==> src/rtl/reg_file_2r1w.sv <==
// rtl/reg_file_2r1w.sv - MIPS 2-read/1-write general-purpose register file
//
// Purpose: 2**a entries of n bits. Entry 0 is the constant-zero $zero register
// and has no storage. Both read ports are combinational; the write port is
// clocked. With bypass=1 a write presented this cycle forwards onto any read
// port that addresses the same entry.
//
// Ports:
//   clk_port        in   1  rising-edge clock
//   rst_port        in   1  asynchronous active-high reset, clears entries 1..
//   wr_en_port      in   1  write enable, sampled at the rising edge
//   wr_addr_port    in   a  write address
//   wr_data_port    in   n  write data
//   rd_addr_a_port  in   a  read address, port A (rs)
//   rd_data_a_port  out  n  read data, port A
//   rd_addr_b_port  in   a  read address, port B (rt)
//   rd_data_b_port  out  n  read data, port B

module reg_file_2r1w #(
  parameter int n      = 32,
  parameter int a      = 5,
  parameter bit bypass = 1'b1
) (
  input  logic         clk_port,
  input  logic         rst_port,
  input  logic         wr_en_port,
  input  logic [a-1:0] wr_addr_port,
  input  logic [n-1:0] wr_data_port,
  input  logic [a-1:0] rd_addr_a_port,
  output logic [n-1:0] rd_data_a_port,
  input  logic [a-1:0] rd_addr_b_port,
  output logic [n-1:0] rd_data_b_port
);

  localparam int depth = 2 ** a;

  // Storage starts at index 1: $zero is never materialised as flops.
  logic [n-1:0] mem_q [1:depth-1];
  logic [n-1:0] mem_d [1:depth-1];

  logic wr_hit_a;
  logic wr_hit_b;

  always_comb begin
    mem_d = mem_q;
    // Writes to address 0 are dropped here, which is what keeps $zero at zero.
    if (wr_en_port && (wr_addr_port != '0)) begin
      mem_d[wr_addr_port] = wr_data_port;
    end
  end

  // Reset wins over the clock, so a write presented while rst_port is high
  // is ignored and the first write lands on the first edge after release.
  always_ff @(posedge clk_port or posedge rst_port) begin
    if (rst_port) begin
      for (int i = 1; i < depth; i++) begin
        mem_q[i] <= '0;
      end
    end else begin
      mem_q <= mem_d;
    end
  end

  always_comb begin
    wr_hit_a = bypass && wr_en_port && (wr_addr_port == rd_addr_a_port);
    wr_hit_b = bypass && wr_en_port && (wr_addr_port == rd_addr_b_port);
  end

  // Read mux priority: reset, then $zero, then the forwarded write, then storage.
  // The $zero check sits above the bypass so a write aimed at r0 never leaks.
  always_comb begin
    rd_data_a_port = '0;
    if (rst_port) begin
      rd_data_a_port = '0;
    end else if (rd_addr_a_port == '0) begin
      rd_data_a_port = '0;
    end else if (wr_hit_a) begin
      rd_data_a_port = wr_data_port;
    end else begin
      rd_data_a_port = mem_q[rd_addr_a_port];
    end
  end

  always_comb begin
    rd_data_b_port = '0;
    if (rst_port) begin
      rd_data_b_port = '0;
    end else if (rd_addr_b_port == '0) begin
      rd_data_b_port = '0;
    end else if (wr_hit_b) begin
      rd_data_b_port = wr_data_port;
    end else begin
      rd_data_b_port = mem_q[rd_addr_b_port];
    end
  end

endmodule

==> config.mk <==
export PLATFORM = sky130hd
export DESIGN_NAME = reg_file_2r1w
export DESIGN_NICKNAME = d
export VERILOG_FILES = /design/src/rtl/reg_file_2r1w.sv
export SDC_FILE = /design/constraint.sdc
export NUM_CORES = 2
export LEC_CHECK = 0
export ABC_CLOCK_PERIOD_IN_PS = 33000
export BUFFER_PORTS_ARGS = -buffer_cell sky130_fd_sc_hd__buf_2
export CELL_PAD_IN_SITES_DETAIL_PLACEMENT = 0
export CELL_PAD_IN_SITES_GLOBAL_PLACEMENT = 1
export CORE_AREA = 4 4 245 427
export DETAILED_ROUTE_END_ITERATION = 6
export DIE_AREA = 0 0 249 431
export GPL_TIMING_DRIVEN = 0
export PLACE_DENSITY = 0.78
export SLEW_MARGIN = 20
export SYNTH_ARGS = -nofsm -noshare
export SYNTH_HDL_FRONTEND = slang
export SYNTH_SLANG_ARGS = --single-unit
==> constraint.sdc <==
create_clock -name clk_port -period 33 [get_ports clk_port]
set_clock_uncertainty 0.15 [all_clocks]
set_input_delay 1.65 -clock clk_port [delete_from_list [all_inputs] [get_ports clk_port]]
set_output_delay 1.65 -clock clk_port [all_outputs]
set_load 0.005 [all_outputs]
# Word-level counts from Yosys, hierarchy flattened
# Index checks and enable logic that the tools add are counted.
# word_totals
in_bits,50
elab_cells,62
latchBits,0
reg_bits,992
ram_bits,0
n_memories,0
rom_bits,0
# classes
n_eq_ne,2
muxes,15
n_shift,0
n_lt_le_gt_ge,4
bitwise_logic,3
n_addsub,0
multipliers,0
n_reduce_logical,7
div,0
# ops
op,n
bitwise mux 992 bit,1
2-to-1 mux 32 bit,11
binary-select mux 32 bit (select 5 bit),2
demux 32 bit (select 5 bit),1
">= comparator 6 bit, second input constant",3
NOT 5 -> 6 bit,3
equality test 5 bit,2
zero test 5 bit,2
"< comparator 6 x 1 -> 1 bit, second input constant",1
nonzero test 5 bit,1
logical AND 1 bit,4

# Depth between registers and ports, before layout
# depth
word_depth,7
mapped_depth,10

# Worst setup path after synthesis
# OpenSTA, ideal clock, no wires.
# synth_path
kind,input to output
start,input port rst_port
end,output port rd_data_b_port[1]
required_ps,31200
arrival_ps,26345
setup_slack_ps,4855
cell_stages,3
path_buffers,0
cell_sequence,inv_1 -> nand2_1 -> a2111oi_2
# synth_via
elab_chain_cells,1
# synth_lines
element,line,text
"start, declared",25,"input logic rst_port,"
2-to-1 mux 32 bit,86,if (rst_port) begin
"end, declared",32,output logic [n-1:0] rd_data_b_port
# No other way between the ends.

# Worst setup path in the final report
# layout_path
start,input port rd_addr_b_port[4]
end,output port rd_data_b_port[28]
# layout_via
elab_chain_cells,7
elab_cells_between_ends,10
classes_between,eq/ne (1); mux (6); bitwise (1); reduce/logical (2)
# layout_lines
element,line,text
"start, declared",31,"input logic [a-1:0] rd_addr_b_port,"
NOT 5 -> 6 bit (not written as such),93,rd_data_b_port = mem_q[rd_addr_b_port];
binary-select mux 32 bit (select 5 bit),93,
2-to-1 mux 32 bit (not written as such) (2 in a row),93,
2-to-1 mux 32 bit,90,end else if (wr_hit_b) begin
2-to-1 mux 32 bit (*),88,end else if (rd_addr_b_port == '0) begin
2-to-1 mux 32 bit (*),86,
# Mark *: on every way between the ends. The rest lies on a longest branch, timed or not. The select of a mux whose other input is x is not followed.

==> impl_metrics.csv <==
group,metric,value,unit
route,vias,41170,
critical_path,critPathLaunchType,"primary input",
route,finalWirelength,253.4,mm
route,topRoutingLayerUsed,"met5",
clocking,postCtsHoldBufs,0,
floorplanning,ios,114,
run,max_cap_violations,0,
clocking,cts_max_level,3,
logic_synthesis,synth_cell_types,63,
layout,n_fill_cell,8052,
timing,slew-limit-headroom,5.510,%
layout,stdcell_count,5460,
route,viasPerCell,7.540,
layout,largest_register_ffs,992,
logic_synthesis,synth_seq_cells,992,
layout,multi_input_area,27480,sq um
route,drt-pass1-iter-count,6,
global_routing,grt_pass1_vias,40580,
global_routing,grt_max_degree,102,
placed_design,place_congestion,1.089,
route,wl_met2,109.4,mm
floorplanning,die_y,431,microns
placed_design,dp_cells,5264,
logic_synthesis,ys_warn_count,0,
layout,area_growth,10.83,%
route,drcViolationCount,0,
logic_synthesis,synth_fp_nets,3873,
global_routing,grt_overflow_total,0,
layout,fin_nets,4086,
logic_synthesis,syn_area,54410,sq um
logic_synthesis,yosysMostFrequentCell,"mux2_2",
critical_path,crit_fanout,10,
timing,finalHoldViolations,0,
logic_synthesis,synth_top_cell_area_share,45.62,%
global_routing,grt_usage,46.65,%
route,wl_met1,85.74,mm
logic_synthesis,yosysTopAreaCell,"dfrtp_1",
floorplanning,die_area,107300,sq um
logic_synthesis,syn_inst,3823,
global_routing,grt_pass1_wl,340.7,mm
clocking,cts-resized-gates,0,
clocking,cts_made_buffers,95,
run_status,run_status,"finished, final reports clean",
clocking,clk_pin_slew,0.07,ns
critical_path,cp-end-kind,"output pin",
worst_hold_path,hp-class,"flop to flop",
logic_synthesis,async_reset_ff_share,100.0,%
logic_synthesis,avgSynthCellArea,14.23,sq um
critical_path,crit_arrival,6.06,ns
logic_synthesis,ys_seq_area_share,45.62,%
route,wl_met3,28.29,mm
power,power_density,61.20,nW/um^2
power,irDropWorstVdd,0.05335,mV
logic_synthesis,synth-edff-count,0,
layout,regMostFlops,"mem_q",
logic_synthesis,yosys-top-cells-count,"mux2_2, dfrtp_1, mux4_2",
clocking,clock_tree.buffer_depth,3,
route,wl_per_cell,46.42,microns
timing,report.final.slew_viol_count,0,
global_routing,antenna_found_initial,20,
clocking,clk_latency,0.76,ns
floorplanning,core.rowCount,154,
clocking,post_cts_buffers,0,
clocking,clockRootBuffer,"clkbuf_16",
clocking,cts_tree,"yes",
timing,whs,0.3746,ns
timing,setup_viol,0,
power,p_leak,26.34,nW
timing,fin_crit,7.860,ns
floorplanning,fp.dieW,249,microns
layout,drive_gt1_share,48.93,%
critical_path,critPathKind,"primary input to output pin",
floorplanning,initial_core_util,53.99,%
critical_path,crit_required,31.20,ns
clocking,cts.sinks,992,
route,drt_iter0_drc,5695,
logic_synthesis,synthFlopType,"dfrtp_1",
layout,register_area,24820,sq um
placed_design,dp_hpwl,182.7,mm
route,ant_nets,0,
logic_synthesis,synthTopCellsByArea,"dfrtp_1, mux2_2, mux4_2",
timing,worstMarginPinSlew,1.417,ns
placed_design,io_buffers,100,
timing,fmax,127.2,MHz
timing,rsz0062_at_grt,"no",
timing,period_share,23.82,%
floorplanning,placeableCoreArea,100800,sq um
layout,reg_top3,"mem_q (992)",
[layer usage]
metal / vias to the layer above / GRT usage (%)
met2: 3228 / 67.80
met4: 2 / 42.43
met1: 21690 / 55.59
met5: - / 0
li1: 15130 / -
met3: 1121 / 14.48
[report_power, final]
| part | leakage [nW] | switching [mW] | internal (mW) | total, mW |
|---|---|---|---|---|
| clock | 1.61 | 0.529 | 0.659 | 1.19 |
| sequential | 12.7 | 0.183 | 1.45 | 1.64 |
| combinational | 12.0 | 0.418 | 0.447 | 0.864 |
[through the flow]
| step | cell area (sq um) | setup slack (ns) | utilization [%] | setup TNS [ns] | power (mW) |
|---|---|---|---|---|---|
| floorplan | 54410 | 3.254 | - | 0 | 2.184 |
| global placement | 56570 | -10.63 | 56.13 | -8454.44 | 2.450 |
| detailed placement | 56960 | 25.66 | 56.53 | 0 | 2.482 |
| CTS | 60230 | 25.65 | 59.77 | 0 | 3.641 |
| global route | 60270 | 25.52 | 59.81 | 0 | 3.780 |
| finish | 60300 | 25.14 | 59.84 | 0 | 3.690 |
[worst paths after layout]
kind / startpoint / endpoint / slack, ns / cells after the start
setup / recovery: rd_addr_b_port[4] / rd_data_b_port[28] / 25.14 / 8
hold / removal: mem_q[688]$_DFFE_PP0P_ / mem_q[688]$_DFFE_PP0P_ / 0.37 / 1
setup reg to reg: mem_q[447]$_DFFE_PP0P_ / mem_q[447]$_DFFE_PP0P_ / 32.04 / 1
hold reg to reg: mem_q[688]$_DFFE_PP0P_ / mem_q[688]$_DFFE_PP0P_ / 0.37 / 1
max in group asynchronous: rst_port / mem_q[589]$_DFFE_PP0P_ / 30.52 / 4
min in group asynchronous: rst_port / mem_q[975]$_DFFE_PP0P_ / 0.88 / 2
[cell usage in the layout, fill, tap and decap left out, types with 6 or more instances in the layout]
| cell type | instances |
|---|---|
| a2111oi_2 | 10 |
| nor2_1 | 106 |
| a211oi_1 | 26 |
| a21oi_1 | 78 |
| or3_1 | 8 |
| clkbuf_2 | 14 |
| mux4_2 | 399 |
| buf_16 | 11 |
| o22a_1 | 6 |
| mux2i_1 | 175 |
| diode_2 | 22 |
| clkbuf_1 | 145 |
| nor4_1 | 13 |
| clkbuf_8 | 22 |
| o21ai_0 | 50 |
| clkinvlp_4 | 6 |
| nor3_1 | 30 |
| nor2b_1 | 25 |
| buf_2 | 234 |
| o22ai_2 | 10 |
| clkbuf_16 | 97 |
| o22ai_1 | 48 |
| a2111oi_0 | 17 |
| nand2_1 | 133 |
| nand4_1 | 10 |
| xor2_1 | 7 |
| a22oi_1 | 15 |
| bufinv_16 | 9 |
| dfrtp_1 | 992 |
| buf_6 | 26 |
| buf_4 | 53 |
| buf_1 | 46 |
| clkinv_2 | 23 |
| nand3_1 | 19 |
| a221oi_1 | 73 |
| o221ai_1 | 16 |
| mux2_2 | 1074 |
| nand3b_1 | 6 |
[critical path: stages]
cell     delay (ns)
buf_2          0.51
buf_2          0.47
buf_1          0.99
nand2_1        0.90
o22ai_1        0.71
nor3_1         0.09
nor2_1         0.47
buf_2          0.22
[area by class of cell]
| type | instances | area share, % |
|---|---|---|
| multi-input cells | 2415 | 45.56 |
| inverters | 9 | 0.06847 |
| plain buffers | 407 | 3.504 |
| flip-flops and latches | 992 | 41.17 |
| clock buffers | 129 | 4.590 |
| repair buffers | 116 | 1.440 |
| well taps | 1326 | 2.751 |
| diodes | 22 | 0.09129 |
| clock inverters | 44 | 0.8258 |
[cells by family (layout without fill, tap and decap cells)]
family	count (synthesis)	in the layout	synth area share (%)
buffers and inverters	416	705	3.902
muxes	1651	1651	42.11
AOI/OAI and AO/OA	375	375	4.993
and+or+nand+nor	379	379	3.210
other	0	22	0
DFF	992	992	45.62
xor gates and xnor gates	10	10	0.1610
Power figures use the tool's default switching activity.
